### config.mk
export PLATFORM = sky130hd
export DESIGN_NAME = dm_access_ctrl
export DESIGN_NICKNAME = d
export VERILOG_FILES = /design/src/rtl/dm_access_ctrl_pkg.sv /design/src/rtl/dm_lane_align.sv /design/src/rtl/dm_access_ctrl.sv
export SDC_FILE = /design/constraint.sdc
export NUM_CORES = 1
export LEC_CHECK = 0
export BUFFER_PORTS_ARGS = -buffer_cell sky130_fd_sc_hd__buf_2
export CAP_MARGIN = 20
export CORE_ASPECT_RATIO = 1.2
export CORE_MARGIN = 1.5
export CORE_UTILIZATION = 43
export CTS_CLUSTER_SIZE = 25
export DETAILED_ROUTE_END_ITERATION = 16
export PLACE_DENSITY = 0.7
export SYNTH_ARGS = -nofsm -noshare
export SYNTH_HDL_FRONTEND = slang
export SYNTH_SLANG_ARGS = --single-unit
### constraint.sdc
create_clock -name clk -period 3.4 [get_ports clk]
set_input_delay 0.85 -clock clk [delete_from_list [all_inputs] [get_ports clk]]
set_output_delay 0.85 -clock clk [all_outputs]
set_load 0.005 [all_outputs]
### src/rtl/dm_access_ctrl_pkg.sv
// rtl/dm_access_ctrl_pkg.sv - size codes, strobe encodings and FSM states for dm_access_ctrl
package dm_access_ctrl_pkg;

  localparam logic [1:0] DM_SIZE_B = 2'b00;
  localparam logic [1:0] DM_SIZE_H = 2'b01;
  localparam logic [1:0] DM_SIZE_W = 2'b10;

  localparam logic DM_R_ON = 1'b1;
  localparam logic DM_W_ON = 1'b1;

  typedef enum logic [2:0] {
    ST_IDLE    = 3'd0,
    ST_RD      = 3'd1,
    ST_WR      = 3'd2,
    ST_LD_DONE = 3'd3,
    ST_MERGE   = 3'd4,
    ST_ERR     = 3'd5
  } dm_state_e;

  // Size 11 has no defined width, so it is rejected like a misaligned access.
  function automatic logic dm_misaligned(input logic [1:0] size, input logic [1:0] addr_lo);
    case (size)
      DM_SIZE_B: dm_misaligned = 1'b0;
      DM_SIZE_H: dm_misaligned = addr_lo[0];
      DM_SIZE_W: dm_misaligned = (addr_lo != 2'b00);
      default:   dm_misaligned = 1'b1;
    endcase
  endfunction

endpackage

### src/rtl/dm_lane_align.sv
// rtl/dm_lane_align.sv - little-endian lane extraction for loads and lane merge for sub-word stores
module dm_lane_align
  import dm_access_ctrl_pkg::*;
(
  input  logic [31:0] word,
  input  logic [1:0]  addr_lo,
  input  logic [1:0]  size,
  input  logic        is_unsigned,
  input  logic [31:0] store_data,
  output logic [31:0] load_data,
  output logic [31:0] merged_word
);

  logic [7:0]  byte_sel;
  logic [15:0] half_sel;

  always_comb begin
    byte_sel    = 8'(word >> {addr_lo, 3'b000});
    half_sel    = 16'(word >> {addr_lo[1], 4'b0000});
    load_data   = word;
    merged_word = store_data;
    case (size)
      DM_SIZE_B: begin
        load_data   = {{24{~is_unsigned & byte_sel[7]}}, byte_sel};
        merged_word = word;
        merged_word[{addr_lo, 3'b000} +: 8] = store_data[7:0];
      end
      DM_SIZE_H: begin
        load_data   = {{16{~is_unsigned & half_sel[15]}}, half_sel};
        merged_word = word;
        merged_word[{addr_lo[1], 4'b0000} +: 16] = store_data[15:0];
      end
      default: begin
        load_data   = word;
        merged_word = store_data;
      end
    endcase
  end

endmodule

### src/rtl/dm_access_ctrl.sv
// rtl/dm_access_ctrl.sv - MEM-stage load/store FSM driving a word-only data memory
module dm_access_ctrl
  import dm_access_ctrl_pkg::*;
(
  input  logic        clk,
  input  logic        rst,
  input  logic        req_valid,
  input  logic        req_we,
  input  logic [1:0]  req_size,
  input  logic        req_unsigned,
  input  logic [31:0] req_addr,
  input  logic [31:0] req_wdata,
  output logic        req_ready,
  output logic        resp_valid,
  output logic [31:0] resp_rdata,
  output logic        resp_err,
  output logic [31:0] dm_addr,
  output logic [31:0] dm_wdata,
  output logic        dm_r,
  output logic        dm_w,
  input  logic [31:0] dm_rdata
);

  dm_state_e   state_q, state_d;
  logic [31:0] addr_q, addr_d;
  logic [31:0] wdata_q, wdata_d;
  logic [1:0]  size_q, size_d;
  logic        we_q, we_d;
  logic        uns_q, uns_d;
  logic [31:0] load_data;
  logic [31:0] merged_word;

  dm_lane_align u_align (
    .word        (dm_rdata),
    .addr_lo     (addr_q[1:0]),
    .size        (size_q),
    .is_unsigned (uns_q),
    .store_data  (wdata_q),
    .load_data   (load_data),
    .merged_word (merged_word)
  );

  always_ff @(posedge clk or posedge rst) begin
    if (rst) begin
      state_q <= ST_IDLE;
      addr_q  <= '0;
      wdata_q <= '0;
      size_q  <= '0;
      we_q    <= 1'b0;
      uns_q   <= 1'b0;
    end else begin
      state_q <= state_d;
      addr_q  <= addr_d;
      wdata_q <= wdata_d;
      size_q  <= size_d;
      we_q    <= we_d;
      uns_q   <= uns_d;
    end
  end

  // Outputs decode from state_q alone, so an async reset clears them at once.
  always_comb begin
    state_d    = state_q;
    addr_d     = addr_q;
    wdata_d    = wdata_q;
    size_d     = size_q;
    we_d       = we_q;
    uns_d      = uns_q;
    req_ready  = 1'b0;
    resp_valid = 1'b0;
    resp_rdata = '0;
    resp_err   = 1'b0;
    dm_addr    = {addr_q[31:2], 2'b00};
    dm_wdata   = '0;
    dm_r       = 1'b0;
    dm_w       = 1'b0;
    case (state_q)
      ST_IDLE: begin
        req_ready = 1'b1;
        dm_addr   = '0;
        if (req_valid) begin
          addr_d  = req_addr;
          wdata_d = req_wdata;
          size_d  = req_size;
          we_d    = req_we;
          uns_d   = req_unsigned;
          if (dm_misaligned(req_size, req_addr[1:0])) begin
            state_d = ST_ERR;
          end else if (req_we && req_size == DM_SIZE_W) begin
            state_d = ST_WR;
          end else begin
            state_d = ST_RD;
          end
        end
      end
      ST_RD: begin
        dm_r    = DM_R_ON;
        state_d = we_q ? ST_MERGE : ST_LD_DONE;
      end
      ST_LD_DONE: begin
        resp_valid = 1'b1;
        resp_rdata = load_data;
        state_d    = ST_IDLE;
      end
      ST_MERGE: begin
        dm_w       = DM_W_ON;
        dm_wdata   = merged_word;
        resp_valid = 1'b1;
        state_d    = ST_IDLE;
      end
      ST_WR: begin
        dm_w       = DM_W_ON;
        dm_wdata   = wdata_q;
        resp_valid = 1'b1;
        state_d    = ST_IDLE;
      end
      ST_ERR: begin
        resp_valid = 1'b1;
        resp_err   = 1'b1;
        state_d    = ST_IDLE;
      end
      default: begin
        state_d = ST_IDLE;
      end
    endcase
  end

endmodule
== Yosys cells after proc, flatten, opt, wreduce, memory -nomap -nowiden ==
Index checks and enable logic that the tools add are counted.

* Flip-flop bits (word level): 71
* Logic and storage cells: 54
* Bits of input ports: 103

* Equality and inequality tests: 9
* Bitwise gates (word level): 3
* Add/subtract/negate cells: 2
* Muxes and demuxes: 20
* Reduce and logical (&&, ||, !) cells: 8
* Shift-type cells: 6

{| class="wikitable"
|+ Operator list
! cell !! count
|-
| one-hot mux 32 bit (2 select lines) || 3
|-
| bitwise mux 32 bit || 2
|-
| two-way mux 32 bit || 2
|-
| variable shift 16 x 7 -> 32 bit (first input constant) || 1
|-
| variable shift 8 x 7 -> 32 bit (first input constant) || 1
|-
| indexed part select 16 x 7 -> 32 bit || 1
|-
| indexed part select 8 x 7 -> 32 bit || 1
|-
| >> shifter 32 x 5 -> 16 bit || 1
|-
| >> shifter 32 x 5 -> 8 bit || 1
|-
| negation 5 -> 7 bit || 2
|-
| two-way mux 3 bit || 3
|-
| two-way mux 1 bit || 7
|-
| == test 3 x 2 -> 1 bit (second input constant) || 2
|-
| == test 3 bit (second input constant) || 2
|-
| one-hot mux 3 bit (2 select lines) || 1
|-
| == test 2 x 1 -> 1 bit (second input constant) || 2
|-
| logical NOT 2 bit || 2
|-
| OR reduction 4 bit || 1
|-
| == test 3 x 1 -> 1 bit (second input constant) || 1
|-
| logical NOT 3 bit || 1
|-
| one-hot mux 1 bit (3 select lines) || 1
|-
| AND 1 bit || 2
|-
| == test 2 bit (second input constant) || 1
|-
| two-way mux 2 bit || 1
|-
| 6 further kinds || 6
|}

== Logic depth before layout (Yosys ltp) ==
Gate-level depths: netlist of the first run.

* Word-level depth: 7
* Mapped depth: 9
* Mapped depth without buffers: 6

== By module ==
Synthesis of the first run repeated with hierarchy kept, for this count alone.

* Cells, all modules: 530
* Area total of the unflattened synthesis: 5370.2 sq um

{| class="wikitable"
|+ Modules (own cells, without submodules)
! module !! sequential area each (sq um) !! times used !! area an instance (sq um) !! cells each
|-
| dm_access_ctrl || 1776.7 || 1 || 3538.4 || 276
|-
| dm_lane_align || 0.0 || 1 || 1831.8 || 254
|}

== Least setup slack after synthesis of the first run ==
Ideal clock, no wire load.

* Path kind: flip-flop to output port
* From: register addr_q[1]
* To: output dm_wdata[0]
* Required time: 2550 ps
* Arrival: 2287 ps
* Stages on the path, launching flop included: 9
* Setup slack: 263 ps
* Path buffers: 2
* Cell sequence: dfrtp_1 -> clkbuf_1 -> inv_1 -> clkbuf_1 -> ha_1 -> nor4b_1 -> a2111oi_0 -> a211oi_1 -> a21o_1

* Cells in the longest elaborated chain, start to end: 5
* Elaborated cells on any way between the ends: 10

{| class="wikitable"
|+ Ends and longest elaborated chain
! what !! RTL line !! RTL
|-
| start: declaration || dm_access_ctrl.sv:25 || <nowiki>logic [31:0] addr_q, addr_d;</nowiki>
|-
| start signal: assignment || dm_access_ctrl.sv:53 || <nowiki>addr_q <= addr_d;</nowiki>
|-
| negation 5 -> 7 bit (on tied branches) || dm_lane_align.sv:31, dm_lane_align.sv:26 ||
|-
| indexed part select 16 x 7 -> 32 bit (tied with other cells) || dm_lane_align.sv:31 || <nowiki>merged_word[{addr_lo[1], 4'b0000} +: 16] = store_data[15:0];</nowiki>
|-
| bitwise mux 32 bit (on tied branches) || dm_lane_align.sv:31, dm_lane_align.sv:26 ||
|-
| one-hot mux 32 bit (2 select lines) (*) || dm_lane_align.sv:22 || <nowiki>case (size)</nowiki>
|-
| one-hot mux 32 bit (2 select lines) (*) || dm_access_ctrl.sv:77 || <nowiki>case (state_q)</nowiki>
|-
| end: declaration || dm_access_ctrl.sv:18 || <nowiki>output logic [31:0] dm_wdata,</nowiki>
|}

Mark *: on every way between the ends. The rest lies on a longest branch, timed or not.

== Worst setup path after layout of the first run ==
* From: register addr_q[1]
* To: output dm_wdata[5]

The elaborated chain is that of the path after synthesis.

==> flow_metrics.py, run 1 <==
metrics = {
    "setup_path": {
        "worst_setup_path_start_kind": "flop",
        "crit_path_start": "addr_q[1]",
        "end_kind": "primary output",
        "crit_end": "dm_wdata[5]",
        "r2r_end": "addr_q[27]",
        "reg2reg_depth": 4,
        "crit_type": "flop to primary output",
        "rr_startpoint": "state_q[1]",
        "worst-r2r-setup-slack_ns": 1.03,
        "crit_slowest_cell": "a2111oi_0",
        "required_ns": 2.55,
        "crit_fanout": 5,
        "cpPeakStageDelay_ns": 0.62,
        "path_cells": "inv_1 -> ha_1 -> nor4b_1 -> buf_4 -> a2111oi_0 -> o21ai_0 -> a21o_1 -> buf_2",
        "arrival_ns": 2.54,
    },
    "yosys": {
        "synth_edf_count": 0,
        "seq_area_frac_synth": 0.330,
        "postSynthCellCount": 576,
        "async_flop_share": 1.00,
        "syn_area_per_cell_um2": 9.35,
        "ys_seq_elements": 71,
        "synth_cell_type_count": 51,
        "ys.flop_type": "dfrtp_1",
        "synth_area_um2": 5390,
        "yosys_warnings": 0,
    },
    "global_route": {
        "grt_max_degree": 72,
        "grt_first_pass_wirelength_um": 28800,
        "grtUsageTotal": 0.276,
        "grt-ovfl-total": 0,
        "first_global_vias": 5312,
        "antenna_found_initial": 0,
    },
    "cts": {
        "path_clk_slew_ns": 0.06,
        "post_cts_buffers": 0,
        "ctsHoldBuffers": 0,
        "ctsRootBufferMaster": "clkbuf_16",
        "cts_htree_levels": 3,
        "cts_buffers": 9,
        "cts_buffer_depth": 2,
        "clock_sinks": 71,
        "cts_tree": "built",
        "clk_latency_ns": 0.32,
    },
    "timing": {
        "period_needed_ns": 3.39,
        "rsz0062_at_grt": "yes",
        "hold_violations": 0,
        "fmax_mhz": 295,
        "worst_slew_pin_slew_ns": 0.902,
        "setup_ws_ns": 0.00512,
        "relSlewSlack": 0.398,
        "slew_violations": 0,
        "report.final.setup_viol": 0,
        "fin_crit_sh": 0.998,
        "clock_skew_ns": 0.00626,
    },
    "power_and_ir_drop": {
        "leakagePower_nw": 3.39,
        "p_seq_frac": 0.279,
        "p_sw_frac": 0.436,
        "ir_drop_mv": 0.375,
        "total_power_mw": 6.44,
        "p_int_mw": 3.63,
        "pwr-share-clk": 0.145,
        "comb_power_share": 0.576,
        "p_switching_mw": 2.81,
        "power-per-cell-area_nw_per_um2": 938,
    },
    "cells_and_area": {
        "fill_cells": 1146,
        "layout_commonest_cell": "buf_2",
        "drive_gt1_frac": 0.426,
        "fin_nets": 868,
        "layout_common_cells": "buf_2 (201), dfrtp_1 (71), mux2_2 (63), nand2_1 (40)",
        "syn_to_final_growth_pct": 27.4,
        "antenna_cells": 0,
    },
    "place": {
        "place_congestion": 0.911,
        "hpwl_um": 13500,
        "place_ws_ns": 0.364,
        "numPortBuffers": 201,
    },
    "detailed_routing": {
        "drt-wirelength-per-cell_um": 19.8,
        "viasPerCell": 6.06,
        "drc": 0,
        "drt_wl_total_um": 18300,
        "drtPass1Iterations": 5,
        "ant_nets": 0,
        "drt-initial-drc-count": 466,
        "vias": 5612,
    },
    "floorplanning": {
        "die_h_um": 126,
        "die_w_um": 105,
        "pin_count": 204,
        "core_region_area_um2": 12200,
        "initial_core_util": 0.443,
        "row_count": 44,
        "die-area_um2": 13200,
    },
    "run_status": {
        "status": "finished clean",
    },
    "worst_hold_path": {
        "min_path_type": "flop to flop",
    },
    "flow_run": {
        "maxCapViolCount": 0,
    },
}
## cell type report
cell class / count / area, µm² / share of cell area
inverter: 15 / 56.3 / 0.00820
tap: 161 / 201 / 0.0293
clock buffer: 13 / 250 / 0.0364
clock inverter: 3 / 42.5 / 0.00620
sequential: 71 / 1780 / 0.259
multi-input combinational: 436 / 3300 / 0.481
timing repair buffer: 227 / 1240 / 0.180
## logic make-up after synthesis
logic type	Yosys count	share of synthesized area
compound gates	206	0.279
simple gates	150	0.151
xor+xnor	1	0.00163
buf+inv	70	0.0592
fa+ha+maj	5	0.0116
other cells	1	0.000696
flops	71	0.330
mux	72	0.167
## cell usage after synthesis (7+ instances only)
master / n / area share
dfrtp_1: 71 / 0.33
mux2_2: 63 / 0.13
nand2_1: 40 / 0.028
o21ai_0: 37 / 0.034
a21o_1: 35 / 0.049
nor2b_1: 35 / 0.041
a211oi_1: 34 / 0.047
clkbuf_1: 30 / 0.021
nor2_1: 21 / 0.015
o2111ai_1: 19 / 0.031
a21oi_1: 16 / 0.015
a221oi_1: 16 / 0.026
buf_2: 15 / 0.014
inv_1: 15 / 0.010
nand3_1: 15 / 0.014
o22ai_1: 15 / 0.017
nand2b_1: 12 / 0.014
mux4_2: 8 / 0.033
and2_1: 7 / 0.0081
o21a_1: 7 / 0.0098
o221a_2: 7 / 0.015
o31a_1: 7 / 0.011
## sequential cells by signal, indices dropped and copies added, names as in the netlist
signal   count
addr_q      32
size_q       2
state_q      3
uns_q        1
wdata_q     32
we_q         1
## metal layers
layer	routed length (µm)	global-route usage	up-vias
li1	-	-	2551
met1	7090	0.350	2660
met2	8710	0.448	345
met3	1780	0.0590	56
met4	747	0.131	0
met5	0	0	-
## worst min path at each step
stage	startpoint	to	slack, ns	cells after the start
finish	addr_q[9]	addr_q[9]	0.50	1
global route	addr_q[10]	addr_q[10]	0.52	1
CTS	addr_q[24]	addr_q[24]	0.50	1
detailed placement	addr_q[6]	addr_q[6]	0.49	1
global placement	addr_q[10]	addr_q[10]	0.48	1
floorplan	addr_q[17]	addr_q[17]	0.47	1
## worst max-delay path, delay by kind of cell, from the launching register on
| family | cells | cell delay, ns |
|---|---|---|
| AO/OA/AOI/OAI | 3 | 0.98 |
| adder cells (fa/ha/maj) | 1 | 0.40 |
| flip-flops | 1 | 0.39 |
| buffers and inverters | 3 | 0.36 |
| AND/OR/NAND/NOR | 1 | 0.09 |
## stage by stage
stage | utilization | TNS [ns] | hold WS [ns] | std cells | area [µm²]
final | 0.564 | 0 | 0.497 | 926 | 6870
after CTS | 0.564 | 0 | 0.501 | 926 | 6860
after detailed placement | 0.540 | 0 | 0.488 | 910 | 6570
after floorplan | - | 0 | 0.473 | 577 | 5390
after global routing | 0.564 | -0.355 | 0.515 | 926 | 6870
after global placement | 0.540 | 0 | 0.481 | 910 | 6570
## power by group through the flow
| stage | Combinational, mW | Sequential (mW) | Clock, mW |
|---|---|---|---|
| 2_1_floorplan | 2.60 | 1.52 | 0 |
| 3_3_place_gp | 3.58 | 1.77 | 0 |
| 3_5_place_dp | 3.68 | 1.79 | 0 |
| 4_1_cts | 3.69 | 1.78 | 0.951 |
| 5_1_grt | 4.05 | 1.86 | 0.987 |
| 6_report | 3.71 | 1.79 | 0.935 |
## timing repair
action	CTS	global route
setup endpoints to repair	0	7
endpoints found under the hold margin	0	0
gates resized for setup	0	5
No activity file was read; power rests on OpenSTA's default activity.
==> inputs of run 2 (changes only) <==
BUFFER_PORTS_ARGS = -buffer_cell sky130_fd_sc_hd__clkbuf_2   (was -buffer_cell sky130_fd_sc_hd__buf_2)
==> flow_metrics.py, run 2 (synthesized netlist as in run 1, its figures left out) <==
metrics = {
    "global_route": {
        "antenna_found_initial": 0,
        "grtUsageTotal": 0.271,
        "first_global_vias": 5437,
        "grt_max_degree": 61,
        "grt-ovfl-total": 0,
        "grt_first_pass_wirelength_um": 28300,
    },
    "timing": {
        "hold_violations": 0,
        "clock_skew_ns": 0.00710,
        "period_needed_ns": 3.29,
        "slew_violations": 0,
        "whs_ns": 0.496,
        "rsz0062_at_grt": "yes",
        "fmax_mhz": 304,
        "report.final.setup_viol": 0,
        "relSlewSlack": 0.567,
        "worst_slew_pin_slew_ns": 0.650,
        "fin_crit_sh": 0.968,
    },
    "cells_and_area": {
        "layout_common_cells": "clkbuf_2 (201), dfrtp_1 (71), mux2_2 (63), nand2_1 (40), o21ai_0 (37)",
        "multi_input_area_um2": 3320,
        "syn_to_final_growth_pct": 28.2,
        "regArea_um2": 1780,
        "top_regs": "addr_q: 32 flops, wdata_q: 32 flops, state_q: 3 flops",
        "fill_cells": 1095,
        "fin_cells": 922,
        "layout_commonest_cell": "clkbuf_2",
        "fin_nets": 864,
        "drive_gt1_frac": 0.432,
        "antenna_cells": 0,
    },
    "setup_path": {
        "crit_fanout": 5,
        "end_kind": "primary output",
        "arrival_ns": 2.44,
        "worst_setup_path_start_kind": "flop",
        "crit_slowest_cell": "or3b_2",
        "required_ns": 2.55,
        "path_cells": "inv_1 -> ha_1 -> or3b_2 -> nor2_1 -> a21oi_1 -> o21ai_0 -> clkbuf_2",
        "crit_type": "flop to primary output",
        "cpPeakStageDelay_ns": 0.50,
    },
    "floorplanning": {
        "initial_core_util": 0.443,
        "die_w_um": 105,
        "pin_count": 204,
        "core_region_area_um2": 12200,
        "die-area_um2": 13200,
        "die_h_um": 126,
        "row_count": 44,
    },
    "detailed_routing": {
        "drt_wl_total_um": 18100,
        "drt-wirelength-per-cell_um": 19.6,
        "drc": 0,
        "drtPass1Iterations": 5,
        "drt-initial-drc-count": 433,
        "ant_nets": 0,
        "viasPerCell": 6.18,
        "vias": 5702,
    },
    "cts": {
        "cts_buffer_depth": 2,
        "cts_htree_levels": 3,
        "path_clk_slew_ns": 0.05,
        "post_cts_buffers": 0,
        "clock_sinks": 71,
        "ctsRootBufferMaster": "clkbuf_16",
        "cts_tree": "built",
        "clk_latency_ns": 0.33,
        "cts_buffers": 9,
    },
    "power_and_ir_drop": {
        "p_int_mw": 3.76,
        "ir_drop_mv": 0.412,
        "p_seq_frac": 0.269,
        "comb_power_share": 0.564,
        "pwr-share-clk": 0.167,
        "p_switching_mw": 2.82,
        "power-per-cell-area_nw_per_um2": 953,
        "leakagePower_nw": 3.37,
        "p_sw_frac": 0.429,
    },
    "place": {
        "hpwl_um": 13400,
        "dp.cells": 906,
        "place_congestion": 0.945,
        "numPortBuffers": 201,
    },
    "flow_run": {
        "maxCapViolCount": 0,
    },
    "run_status": {
        "status": "finished clean",
    },
    "worst_hold_path": {
        "min_path_type": "flop to flop",
    },
}
==> run 2: power groups by stage <==
stage	Clock, mW	Combinational (mW)	Sequential, mW
after floorplan	0	2.60	1.52
after global placement	0	3.55	1.74
after detailed placement	0	3.65	1.77
after CTS	1.13	3.67	1.76
after global routing	1.16	4.05	1.82
final	1.10	3.72	1.77
==> run 2: area by class of cell <==
class | count | area share
Inverter | 15 | 0.00815
Timing Repair Buffer | 223 | 0.173
Sequential cell | 71 | 0.257
Clock inverter | 5 | 0.0150
Clock buffer | 11 | 0.0366
Tap cell | 161 | 0.0292
Multi-Input combinational cell | 436 | 0.481
==> run 2: through the flow <==
step | utilization | cell area (µm²) | setup TNS, ns | setup slack [ns] | power (mW)
finish | 0.568 | 6910 | 0 | 0.109 | 6.59
global route | 0.568 | 6910 | -0.0238 | -0.0143 | 7.04
CTS | 0.566 | 6880 | 0 | 0.0285 | 6.55
detailed placement | 0.537 | 6530 | 0 | 0.346 | 5.42
global placement | 0.537 | 6530 | 0 | 0.388 | 5.29
floorplan | - | 5390 | 0 | 0.263 | 4.12
==> run 2: timing repair <==
| item | in CTS | in global routing |
|---|---|---|
| hold buffers | 0 | 0 |
| endpoints found under the hold margin | 0 | 0 |
| setup endpoints to repair | 0 | 14 |
| resized for setup | 0 | 8 |
==> run 2: worst paths after layout <==
kind	cells after the start	to	start	slack (ns)
setup / recovery	7	dm_wdata[3]	addr_q[1]	0.11
hold / removal	1	addr_q[30]	addr_q[30]	0.50
setup reg to reg	4	addr_q[26]	state_q[1]	0.95
hold reg to reg	1	addr_q[30]	addr_q[30]	0.50
max in group asynchronous	3	addr_q[26]	rst	2.34
min in group asynchronous	3	addr_q[5]	rst	0.57
==> run 2: routing by layer <==
metal / wire length (µm) / GRT usage
met3: 1640 / 0.0502
met5: 0 / 0
met1: 7010 / 0.340
met2: 8670 / 0.445
met4: 797 / 0.141
==> run 2: worst max-delay path: cells and delay by family (launching register included) <==
family,cells,cell delay (ns)
AOI/OAI and AO/OA,2,0.41
adders and majority gates,1,0.36
buffers and inverters,2,0.26
DFF,1,0.40
and+or+nand+nor,2,0.70
==> inputs of run 3 (changes only) <==
CORE_ASPECT_RATIO = 0.6   (was 1.2)
==> flow_metrics.py, run 3 (synthesized netlist as in run 1, its figures left out) <==
metrics = {
    "run_status": {
        "status": "finished clean",
    },
    "power_and_ir_drop": {
        "ir_drop_mv": 0.434,
        "power-per-cell-area_nw_per_um2": 939,
        "leakagePower_nw": 3.33,
    },
    "flow_run": {
        "maxCapViolCount": 0,
    },
    "setup_path": {
        "end_kind": "primary output",
        "worst-r2r-setup-slack_ns": 1.13,
        "worst_setup_path_start_kind": "flop",
        "rr_startpoint": "state_q[1]",
        "r2r_end": "addr_q[25]",
        "arrival_ns": 2.43,
        "crit_fanout": 8,
        "required_ns": 2.55,
        "reg2reg_depth": 4,
        "crit_type": "flop to primary output",
    },
    "detailed_routing": {
        "drt-initial-drc-count": 400,
        "vias": 5569,
        "viasPerCell": 5.99,
        "drt_wl_total_um": 18300,
        "drtPass1Iterations": 6,
        "drt-wirelength-per-cell_um": 19.7,
        "drc": 0,
        "ant_nets": 0,
    },
    "cts": {
        "cts_htree_levels": 3,
        "cts_buffer_depth": 2,
        "clock_sinks": 71,
        "cts_tree": "built",
        "cts_buffers": 9,
        "path_clk_slew_ns": 0.06,
        "ctsHoldBuffers": 0,
        "ctsRootBufferMaster": "clkbuf_16",
        "clk_latency_ns": 0.34,
    },
    "timing": {
        "rsz0062_at_grt": "no",
        "clock_skew_ns": 0.00584,
        "slew_violations": 0,
        "report.final.setup_viol": 0,
        "fmax_mhz": 305,
        "worst_slew_pin_slew_ns": 0.676,
        "hold_violations": 0,
        "fin_crit_sh": 0.966,
        "final.setup.tns_ns": 0,
        "period_needed_ns": 3.28,
        "relSlewSlack": 0.538,
    },
    "cells_and_area": {
        "fin_nets": 867,
        "syn_to_final_growth_pct": 26.7,
        "antenna_cells": 0,
        "final_core_util": 0.562,
        "layout_common_cells": "clkbuf_2 (201), dfrtp_1 (71), mux2_2 (63), nand2_1 (40), o21ai_0 (36)",
        "layout_commonest_cell": "clkbuf_2",
        "drive_gt1_frac": 0.432,
        "top_regs": "addr_q: 32 flops, wdata_q: 32 flops, state_q: 3 flops",
        "fill_cells": 1096,
    },
    "global_route": {
        "grt_max_degree": 44,
        "grt.met3_usage": 0.0934,
        "grt_use_met2": 0.400,
        "first_global_vias": 5409,
        "grt-ovfl-total": 0,
        "grtUsageTotal": 0.276,
        "top_usage_layer": "met2",
        "antenna_found_initial": 0,
        "met1_usage": 0.386,
        "grt_first_pass_wirelength_um": 28700,
    },
    "floorplanning": {
        "die_h_um": 89.7,
        "pin_count": 204,
        "initial_core_util": 0.444,
        "die_w_um": 148,
        "core_region_area_um2": 12100,
        "die-area_um2": 13200,
        "row_count": 31,
    },
    "place": {
        "numPortBuffers": 201,
        "place_congestion": 0.935,
        "hpwl_um": 13800,
    },
    "worst_hold_path": {
        "hold_end": "addr_q[5]",
        "min_path_type": "flop to flop",
        "worstHoldStart": "addr_q[5]",
        "hold_path_depth": 1,
    },
}
-- run 3: changes by cell type in the layout (fill, tap and decap cells not counted), moves of 2 or more --
| cell | delta |
|---|---|
| a2111oi_0 | +2 |
| buf_12 | -2 |
| buf_4 | +5 |
| bufinv_16 | -3 |
| inv_6 | +4 |
-- run 3: what timing repair did --
action                                  in CTS  in global routing
endpoints found under the setup margin       0                  3
resized for setup                            0                  5
setup buffers                                0                  0
-- run 3: final cells by class --
| type | count | area, µm² | share of cell area |
|---|---|---|---|
| Multi-Input combinational cell | 436 | 3310 | 0.485 |
| Tap cell | 165 | 206 | 0.0302 |
| Clock buffer | 10 | 239 | 0.0350 |
| Clock inverter | 6 | 47.5 | 0.00696 |
| Inverter | 15 | 56.3 | 0.00825 |
| Sequential cell | 71 | 1780 | 0.260 |
| Timing Repair Buffer | 226 | 1190 | 0.175 |
-- run 3: metal layers --
metal	share of wire	routed length, µm
met1	0.44	8020
met2	0.43	7800
met3	0.11	2090
met4	0.020	358
met5	0	0
-- run 3: report_power, final --
part / leakage (nW) / switching, mW / total, mW / internal, mW
Sequential: 0.843 / 0.495 / 1.77 / 1.28
Combinational: 2.35 / 1.99 / 3.72 / 1.73
Clock: 0.140 / 0.399 / 0.922 / 0.523
Total: 3.33 / 2.88 / 6.41 / 3.53
-- run 3: how the worst max path moves through the flow --
stage            startpoint  depth (start not counted)  slack [ns]             end
2_1_floorplan     addr_q[1]                          8        0.26     dm_wdata[0]
4_1_cts           size_q[0]                          5        0.13     dm_wdata[7]
6_report          addr_q[0]                          7        0.12     dm_wdata[4]
5_1_grt           addr_q[0]                          7        0.05     dm_wdata[7]
3_5_place_dp   dm_rdata[31]                          6        0.34  resp_rdata[14]
3_3_place_gp   dm_rdata[31]                          6        0.35  resp_rdata[14]
-- run 3: critical path: stages, from the launching register on --
cell and delay [ns]:
dfrtp_1 0.38, inv_1 0.13, ha_2 0.29, nand2b_1 0.13, a2111oi_0 0.66, o21ai_0 0.16
a21o_1 0.24, clkbuf_2 0.12
-- run 3: stage by stage --
step	cell area (µm²)	std cells	power (mW)	hold WS (ns)	worst slack, ns
after global routing	6830	929	6.89	0.519	0.0501
final	6830	929	6.41	0.498	0.117
after global placement	6520	912	5.29	0.481	0.353
after floorplan	5390	577	4.12	0.473	0.263
after detailed placement	6520	912	5.41	0.487	0.342
after CTS	6810	928	6.36	0.501	0.125
